===== config.mk =====
export PLATFORM = sky130hd
export DESIGN_NAME = ctrl_pipe_hazard_flat
export DESIGN_NICKNAME = d
export VERILOG_FILES = /design/src/rtl/ctrl_pipe_hazard_if.sv /design/src/rtl/ctrl_pipe_hazard.sv /design/src/flat_wrapper.sv
export SDC_FILE = /design/constraint.sdc
export NUM_CORES = 1
export LEC_CHECK = 0
export CELL_PAD_IN_SITES_DETAIL_PLACEMENT = 2
export CELL_PAD_IN_SITES_GLOBAL_PLACEMENT = 2
export CORE_MARGIN = 5
export CORE_UTILIZATION = 26
export DETAILED_ROUTE_END_ITERATION = 8
export PLACE_DENSITY_LB_ADDON = 0.05
export SYNTH_ARGS = -nofsm -noshare
export SYNTH_HDL_FRONTEND = slang
export SYNTH_SLANG_ARGS = --single-unit

===== constraint.sdc =====
create_clock -name clk_i -period 2.1 [get_ports clk_i]
set_input_delay 0.42 -clock clk_i [delete_from_list [all_inputs] [get_ports clk_i]]
set_output_delay 0.42 -clock clk_i [all_outputs]
set_load 0.05 [all_outputs]

===== src/rtl/ctrl_pipe_hazard_if.sv =====
// Decode-stage control word in, pipelined controls plus hazard/forwarding selects out.
// slave is the hazard unit's view; master is the controller/datapath side.
interface ctrl_pipe_hazard_if #(
  parameter int unsigned CNT_W = 16
) ();
  logic             mem_to_reg_i;
  logic             enable_wmem_i;
  logic             b_alu_input_i;
  logic             reg_dst_rtrd_i;
  logic             enable_wreg_i;
  logic             apply_shift_i;
  logic [1:0]       alu_alt_ctrl_i2;
  logic             branch_i;
  logic             pc_beq_i;
  logic             pc_j_i;
  logic [4:0]       rs_d_i5;
  logic [4:0]       rt_d_i5;
  logic [4:0]       rd_d_i5;

  logic             e_mem_to_reg_o;
  logic             e_enable_wmem_o;
  logic             e_b_alu_input_o;
  logic             e_enable_wreg_o;
  logic             e_apply_shift_o;
  logic [1:0]       e_alu_alt_ctrl_o2;
  logic [4:0]       e_write_reg_o5;
  logic             m_mem_to_reg_o;
  logic             m_enable_wmem_o;
  logic             m_enable_wreg_o;
  logic [4:0]       m_write_reg_o5;
  logic             w_mem_to_reg_o;
  logic             w_enable_wreg_o;
  logic [4:0]       w_write_reg_o5;
  logic             stall_f_o;
  logic             stall_d_o;
  logic             flush_e_o;
  logic             flush_d_o;
  logic             forward_ad_o;
  logic             forward_bd_o;
  logic [1:0]       forward_ae_o2;
  logic [1:0]       forward_be_o2;
  logic [CNT_W-1:0] bubble_cnt_o;

  modport master (
    output mem_to_reg_i, enable_wmem_i, b_alu_input_i, reg_dst_rtrd_i, enable_wreg_i,
           apply_shift_i, alu_alt_ctrl_i2, branch_i, pc_beq_i, pc_j_i, rs_d_i5, rt_d_i5, rd_d_i5,
    input  e_mem_to_reg_o, e_enable_wmem_o, e_b_alu_input_o, e_enable_wreg_o, e_apply_shift_o,
           e_alu_alt_ctrl_o2, e_write_reg_o5, m_mem_to_reg_o, m_enable_wmem_o, m_enable_wreg_o,
           m_write_reg_o5, w_mem_to_reg_o, w_enable_wreg_o, w_write_reg_o5, stall_f_o,
           stall_d_o, flush_e_o, flush_d_o, forward_ad_o, forward_bd_o, forward_ae_o2,
           forward_be_o2, bubble_cnt_o
  );

  modport slave (
    input  mem_to_reg_i, enable_wmem_i, b_alu_input_i, reg_dst_rtrd_i, enable_wreg_i,
           apply_shift_i, alu_alt_ctrl_i2, branch_i, pc_beq_i, pc_j_i, rs_d_i5, rt_d_i5, rd_d_i5,
    output e_mem_to_reg_o, e_enable_wmem_o, e_b_alu_input_o, e_enable_wreg_o, e_apply_shift_o,
           e_alu_alt_ctrl_o2, e_write_reg_o5, m_mem_to_reg_o, m_enable_wmem_o, m_enable_wreg_o,
           m_write_reg_o5, w_mem_to_reg_o, w_enable_wreg_o, w_write_reg_o5, stall_f_o,
           stall_d_o, flush_e_o, flush_d_o, forward_ad_o, forward_bd_o, forward_ae_o2,
           forward_be_o2, bubble_cnt_o
  );
endinterface


===== src/rtl/ctrl_pipe_hazard.sv =====
// D->E->M->W control pipeline with load-use / branch hazard detection, forwarding
// selects and a saturating bubble counter.
module ctrl_pipe_hazard #(
  parameter int unsigned CNT_W = 16
) (
  input logic               clk_i,
  input logic               rst_ni,
  ctrl_pipe_hazard_if.slave bus
);
  logic             mem_to_reg_e_q, enable_wmem_e_q, b_alu_input_e_q, reg_dst_rtrd_e_q;
  logic             enable_wreg_e_q, apply_shift_e_q;
  logic [1:0]       alu_alt_ctrl_e_q;
  logic [4:0]       rs_e_q, rt_e_q, rd_e_q;
  logic             mem_to_reg_m_q, enable_wmem_m_q, enable_wreg_m_q;
  logic [4:0]       write_reg_m_q;
  logic             mem_to_reg_w_q, enable_wreg_w_q;
  logic [4:0]       write_reg_w_q;
  logic [CNT_W-1:0] bubble_cnt_q;

  logic [4:0] write_reg_e;
  logic       lw_stall, br_stall, stall;
  logic [1:0] fwd_ae, fwd_be;

  assign write_reg_e = reg_dst_rtrd_e_q ? rd_e_q : rt_e_q;

  // M wins over W; $0 is hard-wired so it never forwards.
  always_comb begin
    fwd_ae = 2'b00;
    if (rs_e_q != 5'd0 && rs_e_q == write_reg_m_q && enable_wreg_m_q) begin
      fwd_ae = 2'b10;
    end else if (rs_e_q != 5'd0 && rs_e_q == write_reg_w_q && enable_wreg_w_q) begin
      fwd_ae = 2'b01;
    end
    fwd_be = 2'b00;
    if (rt_e_q != 5'd0 && rt_e_q == write_reg_m_q && enable_wreg_m_q) begin
      fwd_be = 2'b10;
    end else if (rt_e_q != 5'd0 && rt_e_q == write_reg_w_q && enable_wreg_w_q) begin
      fwd_be = 2'b01;
    end
  end

  always_comb begin
    lw_stall = mem_to_reg_e_q && (rt_e_q == bus.rs_d_i5 || rt_e_q == bus.rt_d_i5);
    br_stall = bus.branch_i &&
               ((enable_wreg_e_q && (write_reg_e == bus.rs_d_i5 || write_reg_e == bus.rt_d_i5)) ||
                (mem_to_reg_m_q &&
                 (write_reg_m_q == bus.rs_d_i5 || write_reg_m_q == bus.rt_d_i5)));
    stall    = lw_stall | br_stall;
  end

  always_ff @(posedge clk_i or negedge rst_ni) begin
    if (!rst_ni) begin
      mem_to_reg_e_q   <= 1'b0;
      enable_wmem_e_q  <= 1'b0;
      b_alu_input_e_q  <= 1'b0;
      reg_dst_rtrd_e_q <= 1'b0;
      enable_wreg_e_q  <= 1'b0;
      apply_shift_e_q  <= 1'b0;
      alu_alt_ctrl_e_q <= 2'b00;
      rs_e_q           <= 5'd0;
      rt_e_q           <= 5'd0;
      rd_e_q           <= 5'd0;
      mem_to_reg_m_q   <= 1'b0;
      enable_wmem_m_q  <= 1'b0;
      enable_wreg_m_q  <= 1'b0;
      write_reg_m_q    <= 5'd0;
      mem_to_reg_w_q   <= 1'b0;
      enable_wreg_w_q  <= 1'b0;
      write_reg_w_q    <= 5'd0;
      bubble_cnt_q     <= '0;
    end else begin
      if (stall) begin
        mem_to_reg_e_q   <= 1'b0;
        enable_wmem_e_q  <= 1'b0;
        b_alu_input_e_q  <= 1'b0;
        reg_dst_rtrd_e_q <= 1'b0;
        enable_wreg_e_q  <= 1'b0;
        apply_shift_e_q  <= 1'b0;
        alu_alt_ctrl_e_q <= 2'b00;
        rs_e_q           <= 5'd0;
        rt_e_q           <= 5'd0;
        rd_e_q           <= 5'd0;
      end else begin
        mem_to_reg_e_q   <= bus.mem_to_reg_i;
        enable_wmem_e_q  <= bus.enable_wmem_i;
        b_alu_input_e_q  <= bus.b_alu_input_i;
        reg_dst_rtrd_e_q <= bus.reg_dst_rtrd_i;
        enable_wreg_e_q  <= bus.enable_wreg_i;
        apply_shift_e_q  <= bus.apply_shift_i;
        alu_alt_ctrl_e_q <= bus.alu_alt_ctrl_i2;
        rs_e_q           <= bus.rs_d_i5;
        rt_e_q           <= bus.rt_d_i5;
        rd_e_q           <= bus.rd_d_i5;
      end
      mem_to_reg_m_q  <= mem_to_reg_e_q;
      enable_wmem_m_q <= enable_wmem_e_q;
      enable_wreg_m_q <= enable_wreg_e_q;
      write_reg_m_q   <= write_reg_e;
      mem_to_reg_w_q  <= mem_to_reg_m_q;
      enable_wreg_w_q <= enable_wreg_m_q;
      write_reg_w_q   <= write_reg_m_q;
      if (stall && bubble_cnt_q != '1) begin
        bubble_cnt_q <= bubble_cnt_q + CNT_W'(1);
      end
    end
  end

  assign bus.e_mem_to_reg_o    = mem_to_reg_e_q;
  assign bus.e_enable_wmem_o   = enable_wmem_e_q;
  assign bus.e_b_alu_input_o   = b_alu_input_e_q;
  assign bus.e_enable_wreg_o   = enable_wreg_e_q;
  assign bus.e_apply_shift_o   = apply_shift_e_q;
  assign bus.e_alu_alt_ctrl_o2 = alu_alt_ctrl_e_q;
  assign bus.e_write_reg_o5    = write_reg_e;
  assign bus.m_mem_to_reg_o    = mem_to_reg_m_q;
  assign bus.m_enable_wmem_o   = enable_wmem_m_q;
  assign bus.m_enable_wreg_o   = enable_wreg_m_q;
  assign bus.m_write_reg_o5    = write_reg_m_q;
  assign bus.w_mem_to_reg_o    = mem_to_reg_w_q;
  assign bus.w_enable_wreg_o   = enable_wreg_w_q;
  assign bus.w_write_reg_o5    = write_reg_w_q;
  assign bus.stall_f_o         = stall;
  assign bus.stall_d_o         = stall;
  assign bus.flush_e_o         = stall;
  // A taken branch waits for its operands before killing the fetched instruction.
  assign bus.flush_d_o         = (bus.pc_beq_i | bus.pc_j_i) & ~stall;
  assign bus.forward_ad_o      = bus.rs_d_i5 != 5'd0 && bus.rs_d_i5 == write_reg_m_q &&
                                 enable_wreg_m_q;
  assign bus.forward_bd_o      = bus.rt_d_i5 != 5'd0 && bus.rt_d_i5 == write_reg_m_q &&
                                 enable_wreg_m_q;
  assign bus.forward_ae_o2     = fwd_ae;
  assign bus.forward_be_o2     = fwd_be;
  assign bus.bubble_cnt_o      = bubble_cnt_q;
endmodule


===== src/flat_wrapper.sv =====
// flat-port wrapper written by rule: the top's interface ports become plain ports
module ctrl_pipe_hazard_flat 
#(
  parameter int unsigned CNT_W = 16
)
  (clk_i, rst_ni, bus_mem_to_reg_i, bus_enable_wmem_i, bus_b_alu_input_i, bus_reg_dst_rtrd_i, bus_enable_wreg_i, bus_apply_shift_i, bus_alu_alt_ctrl_i2, bus_branch_i, bus_pc_beq_i, bus_pc_j_i, bus_rs_d_i5, bus_rt_d_i5, bus_rd_d_i5, bus_e_mem_to_reg_o, bus_e_enable_wmem_o, bus_e_b_alu_input_o, bus_e_enable_wreg_o, bus_e_apply_shift_o, bus_e_alu_alt_ctrl_o2, bus_e_write_reg_o5, bus_m_mem_to_reg_o, bus_m_enable_wmem_o, bus_m_enable_wreg_o, bus_m_write_reg_o5, bus_w_mem_to_reg_o, bus_w_enable_wreg_o, bus_w_write_reg_o5, bus_stall_f_o, bus_stall_d_o, bus_flush_e_o, bus_flush_d_o, bus_forward_ad_o, bus_forward_bd_o, bus_forward_ae_o2, bus_forward_be_o2, bus_bubble_cnt_o);
  ctrl_pipe_hazard_if #(.CNT_W(CNT_W)) bus_i ();
  input logic clk_i;
  input logic rst_ni;
  input wire logic [$bits(bus_i.mem_to_reg_i)-1:0] bus_mem_to_reg_i;
  input wire logic [$bits(bus_i.enable_wmem_i)-1:0] bus_enable_wmem_i;
  input wire logic [$bits(bus_i.b_alu_input_i)-1:0] bus_b_alu_input_i;
  input wire logic [$bits(bus_i.reg_dst_rtrd_i)-1:0] bus_reg_dst_rtrd_i;
  input wire logic [$bits(bus_i.enable_wreg_i)-1:0] bus_enable_wreg_i;
  input wire logic [$bits(bus_i.apply_shift_i)-1:0] bus_apply_shift_i;
  input wire logic [$bits(bus_i.alu_alt_ctrl_i2)-1:0] bus_alu_alt_ctrl_i2;
  input wire logic [$bits(bus_i.branch_i)-1:0] bus_branch_i;
  input wire logic [$bits(bus_i.pc_beq_i)-1:0] bus_pc_beq_i;
  input wire logic [$bits(bus_i.pc_j_i)-1:0] bus_pc_j_i;
  input wire logic [$bits(bus_i.rs_d_i5)-1:0] bus_rs_d_i5;
  input wire logic [$bits(bus_i.rt_d_i5)-1:0] bus_rt_d_i5;
  input wire logic [$bits(bus_i.rd_d_i5)-1:0] bus_rd_d_i5;
  output wire logic [$bits(bus_i.e_mem_to_reg_o)-1:0] bus_e_mem_to_reg_o;
  output wire logic [$bits(bus_i.e_enable_wmem_o)-1:0] bus_e_enable_wmem_o;
  output wire logic [$bits(bus_i.e_b_alu_input_o)-1:0] bus_e_b_alu_input_o;
  output wire logic [$bits(bus_i.e_enable_wreg_o)-1:0] bus_e_enable_wreg_o;
  output wire logic [$bits(bus_i.e_apply_shift_o)-1:0] bus_e_apply_shift_o;
  output wire logic [$bits(bus_i.e_alu_alt_ctrl_o2)-1:0] bus_e_alu_alt_ctrl_o2;
  output wire logic [$bits(bus_i.e_write_reg_o5)-1:0] bus_e_write_reg_o5;
  output wire logic [$bits(bus_i.m_mem_to_reg_o)-1:0] bus_m_mem_to_reg_o;
  output wire logic [$bits(bus_i.m_enable_wmem_o)-1:0] bus_m_enable_wmem_o;
  output wire logic [$bits(bus_i.m_enable_wreg_o)-1:0] bus_m_enable_wreg_o;
  output wire logic [$bits(bus_i.m_write_reg_o5)-1:0] bus_m_write_reg_o5;
  output wire logic [$bits(bus_i.w_mem_to_reg_o)-1:0] bus_w_mem_to_reg_o;
  output wire logic [$bits(bus_i.w_enable_wreg_o)-1:0] bus_w_enable_wreg_o;
  output wire logic [$bits(bus_i.w_write_reg_o5)-1:0] bus_w_write_reg_o5;
  output wire logic [$bits(bus_i.stall_f_o)-1:0] bus_stall_f_o;
  output wire logic [$bits(bus_i.stall_d_o)-1:0] bus_stall_d_o;
  output wire logic [$bits(bus_i.flush_e_o)-1:0] bus_flush_e_o;
  output wire logic [$bits(bus_i.flush_d_o)-1:0] bus_flush_d_o;
  output wire logic [$bits(bus_i.forward_ad_o)-1:0] bus_forward_ad_o;
  output wire logic [$bits(bus_i.forward_bd_o)-1:0] bus_forward_bd_o;
  output wire logic [$bits(bus_i.forward_ae_o2)-1:0] bus_forward_ae_o2;
  output wire logic [$bits(bus_i.forward_be_o2)-1:0] bus_forward_be_o2;
  output wire logic [$bits(bus_i.bubble_cnt_o)-1:0] bus_bubble_cnt_o;
  assign bus_i.mem_to_reg_i = bus_mem_to_reg_i;
  assign bus_i.enable_wmem_i = bus_enable_wmem_i;
  assign bus_i.b_alu_input_i = bus_b_alu_input_i;
  assign bus_i.reg_dst_rtrd_i = bus_reg_dst_rtrd_i;
  assign bus_i.enable_wreg_i = bus_enable_wreg_i;
  assign bus_i.apply_shift_i = bus_apply_shift_i;
  assign bus_i.alu_alt_ctrl_i2 = bus_alu_alt_ctrl_i2;
  assign bus_i.branch_i = bus_branch_i;
  assign bus_i.pc_beq_i = bus_pc_beq_i;
  assign bus_i.pc_j_i = bus_pc_j_i;
  assign bus_i.rs_d_i5 = bus_rs_d_i5;
  assign bus_i.rt_d_i5 = bus_rt_d_i5;
  assign bus_i.rd_d_i5 = bus_rd_d_i5;
  assign bus_e_mem_to_reg_o = bus_i.e_mem_to_reg_o;
  assign bus_e_enable_wmem_o = bus_i.e_enable_wmem_o;
  assign bus_e_b_alu_input_o = bus_i.e_b_alu_input_o;
  assign bus_e_enable_wreg_o = bus_i.e_enable_wreg_o;
  assign bus_e_apply_shift_o = bus_i.e_apply_shift_o;
  assign bus_e_alu_alt_ctrl_o2 = bus_i.e_alu_alt_ctrl_o2;
  assign bus_e_write_reg_o5 = bus_i.e_write_reg_o5;
  assign bus_m_mem_to_reg_o = bus_i.m_mem_to_reg_o;
  assign bus_m_enable_wmem_o = bus_i.m_enable_wmem_o;
  assign bus_m_enable_wreg_o = bus_i.m_enable_wreg_o;
  assign bus_m_write_reg_o5 = bus_i.m_write_reg_o5;
  assign bus_w_mem_to_reg_o = bus_i.w_mem_to_reg_o;
  assign bus_w_enable_wreg_o = bus_i.w_enable_wreg_o;
  assign bus_w_write_reg_o5 = bus_i.w_write_reg_o5;
  assign bus_stall_f_o = bus_i.stall_f_o;
  assign bus_stall_d_o = bus_i.stall_d_o;
  assign bus_flush_e_o = bus_i.flush_e_o;
  assign bus_flush_d_o = bus_i.flush_d_o;
  assign bus_forward_ad_o = bus_i.forward_ad_o;
  assign bus_forward_bd_o = bus_i.forward_bd_o;
  assign bus_forward_ae_o2 = bus_i.forward_ae_o2;
  assign bus_forward_be_o2 = bus_i.forward_be_o2;
  assign bus_bubble_cnt_o = bus_i.bubble_cnt_o;
  ctrl_pipe_hazard #(.CNT_W(CNT_W)) u_core (.clk_i(clk_i), .rst_ni(rst_ni), .bus(bus_i));
endmodule

* Word-level counts from Yosys, hierarchy flattened *
Cells that the tools add are included.

storage, ports and cells
  bits in registers = 54
  bits in latches = 0
  memory bits (writable) = 0
  memory bits (read-only) = 0
  input bits = 28
  logic and storage cells = 76
  memories = 0

operators by class
  add/sub/neg operators = 1
  multiply operators = 0
  divide/modulo/power cells = 0
  magnitude comparators = 0
  equality and inequality tests = 13
  shifts and indexed selects = 0
  muxes and demuxes = 15
  bitwise logic cells = 4
  reductions and logical operators = 25

operator list
  kind                                            count
  equality test 5 bit                             12
  two-way mux 5 bit                               4
  nonzero test 5 bit                              4
  logical AND 1 bit                               17
  adder 16 x 1 -> 16 bit (second input constant)  1
  inequality test 16 bit (second input constant)  1
  two-way mux 1 bit                               8
  two-way mux 2 bit                               3
  logical OR 1 bit                                4
  OR 1 bit                                        2
  bitwise AND 1 bit                               1
  NOT 1 bit                                       1

* Logic depth before layout (Yosys ltp) *
Gate-level depths: netlist (run 1).

  word-level depth = 9
  depth in mapped cells = 9

* Least setup slack after synthesis (run 1) *
OpenSTA, ideal clock, no wires.

  path kind = register to output
  from = reg u_core.write_reg_m_q[4] (netlist: u_core.bus.m_write_reg_o5[4])
  to = out bus_forward_ae_o2[0]
  arrival time = 3260 ps
  path slack = -1580 ps
  stages on the path, launching flop included = 5
  cells stage by stage = dfrtp_1 > xnor2_1 > nand4_1 > nor4_1 > nor4_1

on the way
  cells in the longest elaborated chain, start to end = 4

ends and longest elaborated chain
  element                          RTL line                text
  start: declaration               ctrl_pipe_hazard.sv:15  logic [4:0] write_reg_m_q;
  start signal: assignment         ctrl_pipe_hazard.sv:98  write_reg_m_q <= write_reg_e;
  equality test 5 bit              ctrl_pipe_hazard.sv:29  if (rs_e_q != 5'd0 && rs_e_q == write_reg_m_q && enable_wreg_m_q) begin
  logical AND 1 bit (2 in series)  ctrl_pipe_hazard.sv:29
  two-way mux 2 bit                ctrl_pipe_hazard.sv:29
  end: declaration                 flat_wrapper.sv:43      output wire logic [$bits(bus_i.forward_ae_o2)-1:0] bus_forward_ae_o2;

No other way between the ends.

* Worst setup path in the final report (run 1) *
  from = reg u_core.rt_e_q[1]
  to = out bus_flush_d_o

on the way
  cells in the longest elaborated chain, start to end = 9
  elaborated cells on any way between the ends = 14

ends and longest elaborated chain
  element                   RTL line                 text
  start: declaration        ctrl_pipe_hazard.sv:13   logic [4:0] rs_e_q, rt_e_q, rd_e_q;
  start signal: assignment  ctrl_pipe_hazard.sv:92   rt_e_q <= bus.rt_d_i5;
  two-way mux 5 bit         ctrl_pipe_hazard.sv:24   assign write_reg_e = reg_dst_rtrd_e_q ? rd_e_q : rt_e_q;
  equality test 5 bit       ctrl_pipe_hazard.sv:45   ((enable_wreg_e_q && (write_reg_e == bus.rs_d_i5 || write_reg_e == bus.rt_d_i5)) ||
  logical OR 1 bit          ctrl_pipe_hazard.sv:45
  logical AND 1 bit         ctrl_pipe_hazard.sv:45
  logical OR 1 bit          ctrl_pipe_hazard.sv:45
  logical AND 1 bit         ctrl_pipe_hazard.sv:44   br_stall = bus.branch_i &&
  OR 1 bit (*)              ctrl_pipe_hazard.sv:48   stall = lw_stall | br_stall;
  NOT 1 bit (*)             ctrl_pipe_hazard.sv:126  assign bus.flush_d_o = (bus.pc_beq_i | bus.pc_j_i) & ~stall;
  bitwise AND 1 bit (*)     ctrl_pipe_hazard.sv:126
  end: declaration          flat_wrapper.sv:40       output wire logic [$bits(bus_i.flush_d_o)-1:0] bus_flush_d_o;

Every way passes the cells marked *; elsewhere a longest branch is shown, timed or not.

==> results of run 1 <==
-- layout by cell type (no fill, tap or decap), types with 7 or more instances in the layout --
master / synthesis / routed
and2_4: 0 / 23
and3_1: 7 / 7
buf_12: 0 / 8
buf_4: 2 / 52
buf_6: 2 / 17
clkdlybuf4s50_1: 0 / 42
dfrtp_1: 54 / 40
dfrtp_2: 0 / 14
dlygate4sd2_1: 0 / 7
nand2_1: 13 / 11
nand3_1: 10 / 10
nand4_1: 7 / 7
nor3_4: 0 / 7
xnor2_1: 18 / 17
xor2_1: 38 / 34
-- final timing paths --
check / startpoint / slack [ns] / end / depth (start not counted)
setup / recovery: u_core.rt_e_q[1] / -0.54 / bus_flush_d_o / 9
hold / removal: rst_ni / 0.08 / u_core.bus.bubble_cnt_o[0] / 2
setup reg to reg: u_core.rt_e_q[1] / -0.34 / u_core.bus.bubble_cnt_o[14] / 11
hold reg to reg: u_core.bus.e_enable_wmem_o / 0.41 / u_core.bus.m_enable_wmem_o / 0
max in group asynchronous: rst_ni / 1.73 / u_core.bus.bubble_cnt_o[5] / 2
min in group clk_i: u_core.bus.e_enable_wmem_o / 0.41 / u_core.bus.m_enable_wmem_o / 0
-- cells in the mapped netlist (2+ instances only) --
| library cell | number | share of area |
|---|---|---|
| nand4_1 | 7 | 0.016 |
| and4_1 | 3 | 0.0095 |
| nand2_1 | 13 | 0.018 |
| mux2i_2 | 4 | 0.020 |
| buf_6 | 2 | 0.0081 |
| and3_1 | 7 | 0.016 |
| inv_1 | 7 | 0.0095 |
| xor2_1 | 38 | 0.12 |
| o21ai_0 | 9 | 0.016 |
| nor3_2 | 5 | 0.018 |
| and2_1 | 23 | 0.052 |
| nor4_2 | 2 | 0.0090 |
| dfrtp_1 | 54 | 0.49 |
| or4_1 | 3 | 0.0081 |
| nor2_1 | 11 | 0.015 |
| nor3_1 | 7 | 0.013 |
| a21oi_1 | 3 | 0.0054 |
| xnor2_1 | 18 | 0.057 |
| buf_4 | 2 | 0.0054 |
| nor4_1 | 5 | 0.011 |
| nand3_1 | 10 | 0.018 |
| buf_2 | 7 | 0.013 |
| or3_1 | 2 | 0.0045 |
-- worst max-delay path, cell delays in order (launching register included) --
cell and delay, ns:
dfrtp_2 0.48, buf_6 0.14, mux2i_4 0.24, xor2_2 0.13, nand2_2 0.11, nor4_4 0.05, nor3_4 0.26, clkinvlp_4 0.21
nor2_4 0.14, buf_12 0.14
-- flip-flops by register name (all words and copies together) (netlist names) --
register	cells
u_core.bus.m_enable_wmem_o	1
u_core.bus.e_b_alu_input_o	1
u_core.rs_e_q	5
u_core.bus.w_enable_wreg_o	1
u_core.rt_e_q	5
u_core.bus.bubble_cnt_o	16
u_core.bus.m_mem_to_reg_o	1
u_core.bus.e_alu_alt_ctrl_o2	2
u_core.bus.e_apply_shift_o	1
u_core.bus.w_mem_to_reg_o	1
u_core.reg_dst_rtrd_e_q	1
u_core.bus.e_enable_wreg_o	1
u_core.bus.e_mem_to_reg_o	1
u_core.bus.m_enable_wreg_o	1
u_core.bus.m_write_reg_o5	5
u_core.bus.w_write_reg_o5	5
u_core.bus.e_enable_wmem_o	1
u_core.rd_e_q	5
-- layout make-up --
| cell class | instances | area share |
|---|---|---|
| Clock buffer | 8 | 0.0188 |
| Inverter | 7 | 0.00628 |
| Multi-Input combinational cell | 184 | 0.359 |
| Sequential cell | 54 | 0.286 |
| Tap cell | 136 | 0.0356 |
| Timing Repair Buffer | 140 | 0.294 |
-- through the flow --
stage	TNS, ns	instance area, µm²	utilization	total power (µW)	hold WS, ns
6_report	-11.99	4780	0.461	3700	0.0819
5_1_grt	-17.84	4780	0.461	3880	0.0933
4_1_cts	-8.89	4520	0.436	3600	0.102
3_5_place_dp	-24.80	4110	0.397	2820	0.387
3_3_place_gp	-22.27	4110	0.397	2800	0.361
2_1_floorplan	-1.17	2880	-	2200	0.124
-- logic make-up (layout without fill, tap and decap cells) --
family	Yosys count	count (layout)	share of synthesized area
buffers and inverters	20	155	0.0388
flip-flops	54	54	0.488
XOR/XNOR	56	56	0.177
multiplexers	7	7	0.0316
AND/OR/NAND/NOR	102	102	0.219
adder cells (fa/ha/maj)	1	1	0.00451
AO/OA/AOI/OAI	18	18	0.0411
-- report_power, final --
part	switching (µW)	total, µW	internal, µW	leakage, µW
Sequential	152	1330	1180	0.000645
Clock	366	637	271	0.0000455
Combinational	982	1730	748	0.00144
Total	1500	3700	2200	0.00213
-- per-layer routing --
metal / vias up / part of all wire / track usage
met3: 6 / 0.035 / 0.0289
met2: 45 / 0.57 / 0.297
met5: - / 0 / 0
li1: 1131 / - / -
met1: 1229 / 0.39 / 0.171
met4: 0 / 0.011 / 0.0345
-- timing repair --
item,in CTS,in global routing
resized for setup,74,65
endpoints found under the setup margin,49,52
buffers inserted,7,6
pin swaps,19,45
cloned,1,0
==> reports/results.txt, run 1 <==
Die ar. = 12,800 µm²
outcome = finished, violations left
Layout area overhead = 72.5%
Seq cells post-synth = 54
DRT Pass-1 Iters = 4
gr usage total = 0.153
Initial Utilization = 0.267
cts hold-fix bufs = 0
setup ws final = -0.543 ns
via count = 2,411
area occupied by multi-input gates = 1720 µm²
Fin. Hold Viols = 0
Pwr Density = 773 nW/µm²
RePlAce Congestion = 0.777
TritonCTS buffer count = 5
dpl cells = 507
H-tree lvl count = 2
Leakage = 0.00213 µW
crit path launch type = flop
input/output buffers = 80
Chip Height = 113 µm
cells after synthesis = 258
Syn Area/Cell = 10.7 µm²
Setup WS pre-CTS = -0.700 ns
# clock sinks = 54
Tightest Hold Check Type = in2async
crit end category = primary output
GRT overflow = 0
count of cell types in the netlist = 39
post-synthesis async set-or-reset flop share = 1.00
total core area = 10,400 µm²
initial antenna violation count = 0
Max Cap Viol = 0
Slew Viols, Final = 0
CTS max path bufs = 2
CTS tree = yes
Clock Skew = 0.0186 ns
first-pass GRT wire length = 15.3 mm
min Tclk post-route = 2.64 ns
violated checks = setup timing
CP arrival = 2.22 ns
worst-margin pin slew = 0.517 ns
number of flops mapped to enable cells by yosys = 0
Iter 0 DRT Violations = 46
period utilization = 1.26
share of layout cells above drive strength 1 = 0.458
register area share after synthesis = 0.488
Antenna Nets Post-Route = 0
Ant. Diodes = 0
RSZ-0062 raised after global routing = true
Syn Nets = 287
Worst EP required = 1.68 ns
final-stage net count = 421
storage element area = 1370 µm²
vias per inst = 4.56
Final setup viols = 48
Root Driver = clkbuf_8
Clock Pin Slew Worst Setup and Hold Paths = 0.11 ns
Worst Path Max Fanout = 6
WL/cell = 18.4 µm
Detailed Place HPWL = 7.25 mm
I/O pin total = 81
number of global-route vias before repair = 2,800
Remaining DRCs = 0
Warnings, synthesis = 0
Main synth FF type = dfrtp_1
largest net degree at the start of global routing = 55
fmax = 378 MHz
Max-slew headroom = 0.655
# rows = 37
crit path kind = reg2out
Synth Cell Area = 2770 µm²
Clock Latency Late Sink = 0.32 ns
final wirelength = 9.71 mm
FILL cells = 1,093
Non-Filler Instances = 529
Die W = 113 µm
VDD IR-drop max = 0.366 mV
Note: power is estimated with default switching activity, not from simulation.
==> run 2: changes to the inputs <==
Settings changed: ABC_CLOCK_PERIOD_IN_PS set to 2100, CORE_UTILIZATION 26 to 35, DONT_BUFFER_PORTS set to 1.
==> run 2 against run 1 <==
  * The flow still finishes with violations (setup timing)
  * Via count is 4.2% lower
  * Cell count is 16% lower
  * Critical path depth stayed put
  * First-iteration DRC count is 28% higher
  * Sequential cell count stayed put
  * Register-to-register slack worse by 0.20 ns
  * Maximum frequency is 3.0% lower
  * Clock power is 16% higher
  * Critical path type unchanged
  * Largest power group unchanged
==> reports/results.txt, run 2 (same netlist as run 1, synthesis figures left out) <==
Tightest Hold Check Type = in2reg (was in2async)
Die ar. = 9800 µm² (was 12,800 µm²)
Worst Path Max Fanout = 4 (was 6)
FF-to-FF Start = u_core.reg_dst_rtrd_e_q (was u_core.rt_e_q[1])
cells on worst reg2reg path = 11 (unchanged)
largest net degree at the start of global routing = 55 (unchanged)
CTS max path bufs = 2 (unchanged)
Hold EP = u_core.rs_e_q[0]
outcome = finished, violations left (unchanged)
R2R setup slack = -0.54 ns (was -0.34 ns)
input/output buffers = 0 (was 80)
Remaining DRCs = 0 (unchanged)
total power = 3670 µW (was 3700 µW)
Slew Viols, Final = 0 (unchanged)
total core area = 7730 µm² (was 10,400 µm²)
Pwr Density = 864 nW/µm² (was 773 nW/µm²)
Leakage = 0.00186 µW (was 0.00213 µW)
# clock sinks = 54 (unchanged)
RSZ-0062 raised after global routing = true (unchanged)
Layout area overhead = 53.0% (was 72.5%)
VDD IR-drop max = 0.628 mV (was 0.366 mV)
Clock Skew = 0.00713 ns (was 0.0186 ns)
Worst EP required = 1.68 ns (about the same)
I/O pin total = 81 (unchanged)
WHS = 0.233 ns (was 0.0819 ns)
CP arrival = 2.30 ns (was 2.22 ns)
Clock Latency Late Sink = 0.32 ns (about the same)
vias per inst = 5.20 (was 4.56)
via count = 2,309 (was 2,411)
Root Driver = clkbuf_8 (unchanged)
Initial Utilization = 0.359 (was 0.267)
Chip Height = 99.0 µm (was 113 µm)
Max Cap Viol = 0 (unchanged)
FILL cells = 743 (was 1,093)
worst-margin pin slew = 0.483 ns (was 0.517 ns)
most frequent cells in the layout = buf_4 (56), xor2_1 (38), dfrtp_1 (36), and2_4 (23), dfrtp_2 (18) (was buf_4 (52), clkdlybuf4s50_1 (42), dfrtp_1 (40), xor2_1 (34), and2_4 (23))
crit path kind = reg2out (unchanged)
TritonCTS buffer count = 5 (unchanged)
Ant. Diodes = 0 (unchanged)
final-stage net count = 370 (was 421)
setup_tns = -18.90 ns (was -11.99 ns)
H-tree lvl count = 2 (unchanged)
WL/cell = 22.9 µm (was 18.4 µm)
Max-slew headroom = 0.678 (was 0.655)
period utilization = 1.30 (was 1.26)
min Tclk post-route = 2.72 ns (was 2.64 ns)
Clock Pin Slew Worst Setup and Hold Paths = 0.11 ns (about the same)
initial antenna violation count = 0 (unchanged)
crit end category = primary output (unchanged)
Worst path slowest cell = dfrtp_2 (unchanged)
Fin. Hold Viols = 0 (unchanged)
gr usage total = 0.192 (was 0.153)
GRT overflow = 0 (unchanged)
number of flip-flops in the largest register = 16 (unchanged)
WHS Path Cells = 1
Detailed Place HPWL = 6.65 mm (was 7.25 mm)
crit path launch type = flop (unchanged)
share of layout cells above drive strength 1 = 0.532 (was 0.458)
final wirelength = 10.2 mm (was 9.71 mm)
DRT Pass-1 Iters = 4 (unchanged)
reg2reg end = u_core.bus.bubble_cnt_o[15] (was u_core.bus.bubble_cnt_o[14])
crit-path cells = buf_6 > mux2i_4 > xor2_1 > nand2_1 > nor4_4 > nor3_4 > clkinvlp_4 > nor2_4 > buf_8 (was buf_6 > mux2i_4 > xor2_2 > nand2_2 > nor4_4 > nor3_4 > clkinvlp_4 > nor2_4 > buf_12)
CTS tree = yes (unchanged)
commonest non-fill, non-tap cell in the layout = buf_4 (unchanged)
setup ws final = -0.625 ns (was -0.543 ns)
Hold Startpoint = bus_rs_d_i5[0]
violated checks = setup timing (unchanged)
Final setup viols = 47 (was 48)
Die W = 99.0 µm (was 113 µm)
slowest stage delay, CP = 0.45 ns (was 0.48 ns)
number of global-route vias before repair = 2,673 (was 2,800)
# rows = 32 (was 37)
Setup WS pre-CTS = -0.420 ns (was -0.700 ns)
first-pass GRT wire length = 14.6 mm (was 15.3 mm)
Iter 0 DRT Violations = 59 (was 46)
RePlAce Congestion = 0.761 (was 0.777)
Antenna Nets Post-Route = 0 (unchanged)
fmax = 367 MHz (was 378 MHz)
## run 2: report_power, final
part	internal, µW	switching, µW	leakage [µW]
Sequential	1180	203	0.000640
Clock	352	385	0.0000579
Combinational	641	905	0.00116
## run 2: worst max-delay path by stage
stage	from	endpoint	slack [ns]	depth (start not counted)
2_1_floorplan	u_core.bus.m_write_reg_o5[4]	bus_flush_d_o	-0.33	7
3_3_place_gp	u_core.reg_dst_rtrd_e_q	bus_stall_f_o	-0.33	7
3_5_place_dp	u_core.reg_dst_rtrd_e_q	bus_stall_f_o	-0.42	7
4_1_cts	u_core.rt_e_q[4]	bus_flush_d_o	-0.55	8
5_1_grt	u_core.reg_dst_rtrd_e_q	bus_flush_d_o	-0.72	9
6_report	u_core.reg_dst_rtrd_e_q	bus_flush_d_o	-0.62	9
## run 2: stage by stage
step	util	cells	instance area, µm²
after floorplan	-	258	2880
after global placement	0.444	414	3430
after detailed placement	0.444	414	3430
after CTS	0.508	434	3920
after global routing	0.549	444	4240
final	0.549	444	4240
## run 2: worst max-delay path: cells and delay by family (launching register included)
| family | cells | cell delay, ns |
|---|---|---|
| AND/OR/NAND/NOR | 4 | 0.64 |
| flip-flops | 1 | 0.45 |
| buffers and inverters | 3 | 0.44 |
| multiplexers | 1 | 0.25 |
| XOR/XNOR | 1 | 0.19 |
## run 2: area by class of cell
cell class / count / area (µm²) / share of cell area
Clock buffer: 5 / 68.8 / 0.0162
Inverter: 7 / 33.8 / 0.00797
Multi-Input combinational cell: 184 / 1670 / 0.394
Sequential cell: 54 / 1370 / 0.324
Timing Repair Buffer: 89 / 925 / 0.218
Tap cell: 102 / 128 / 0.0301
Clock inverter: 3 / 40.0 / 0.00944
## run 2: metal layers
layer,part of all wire,global-route usage
met3,0.047,0.0410
met2,0.58,0.380
met1,0.35,0.201
met5,0,0
met4,0.018,0.0546
## run 2: what timing repair did
| item | CTS | global route |
|---|---|---|
| hold buffers | 2 | 0 |
| pin swaps | 20 | 32 |
| resized for setup | 56 | 61 |
| buffers inserted | 10 | 8 |
| gates cloned | 0 | 2 |
| hold endpoints to repair | 54 | 0 |
| endpoints found under the setup margin | 50 | 51 |
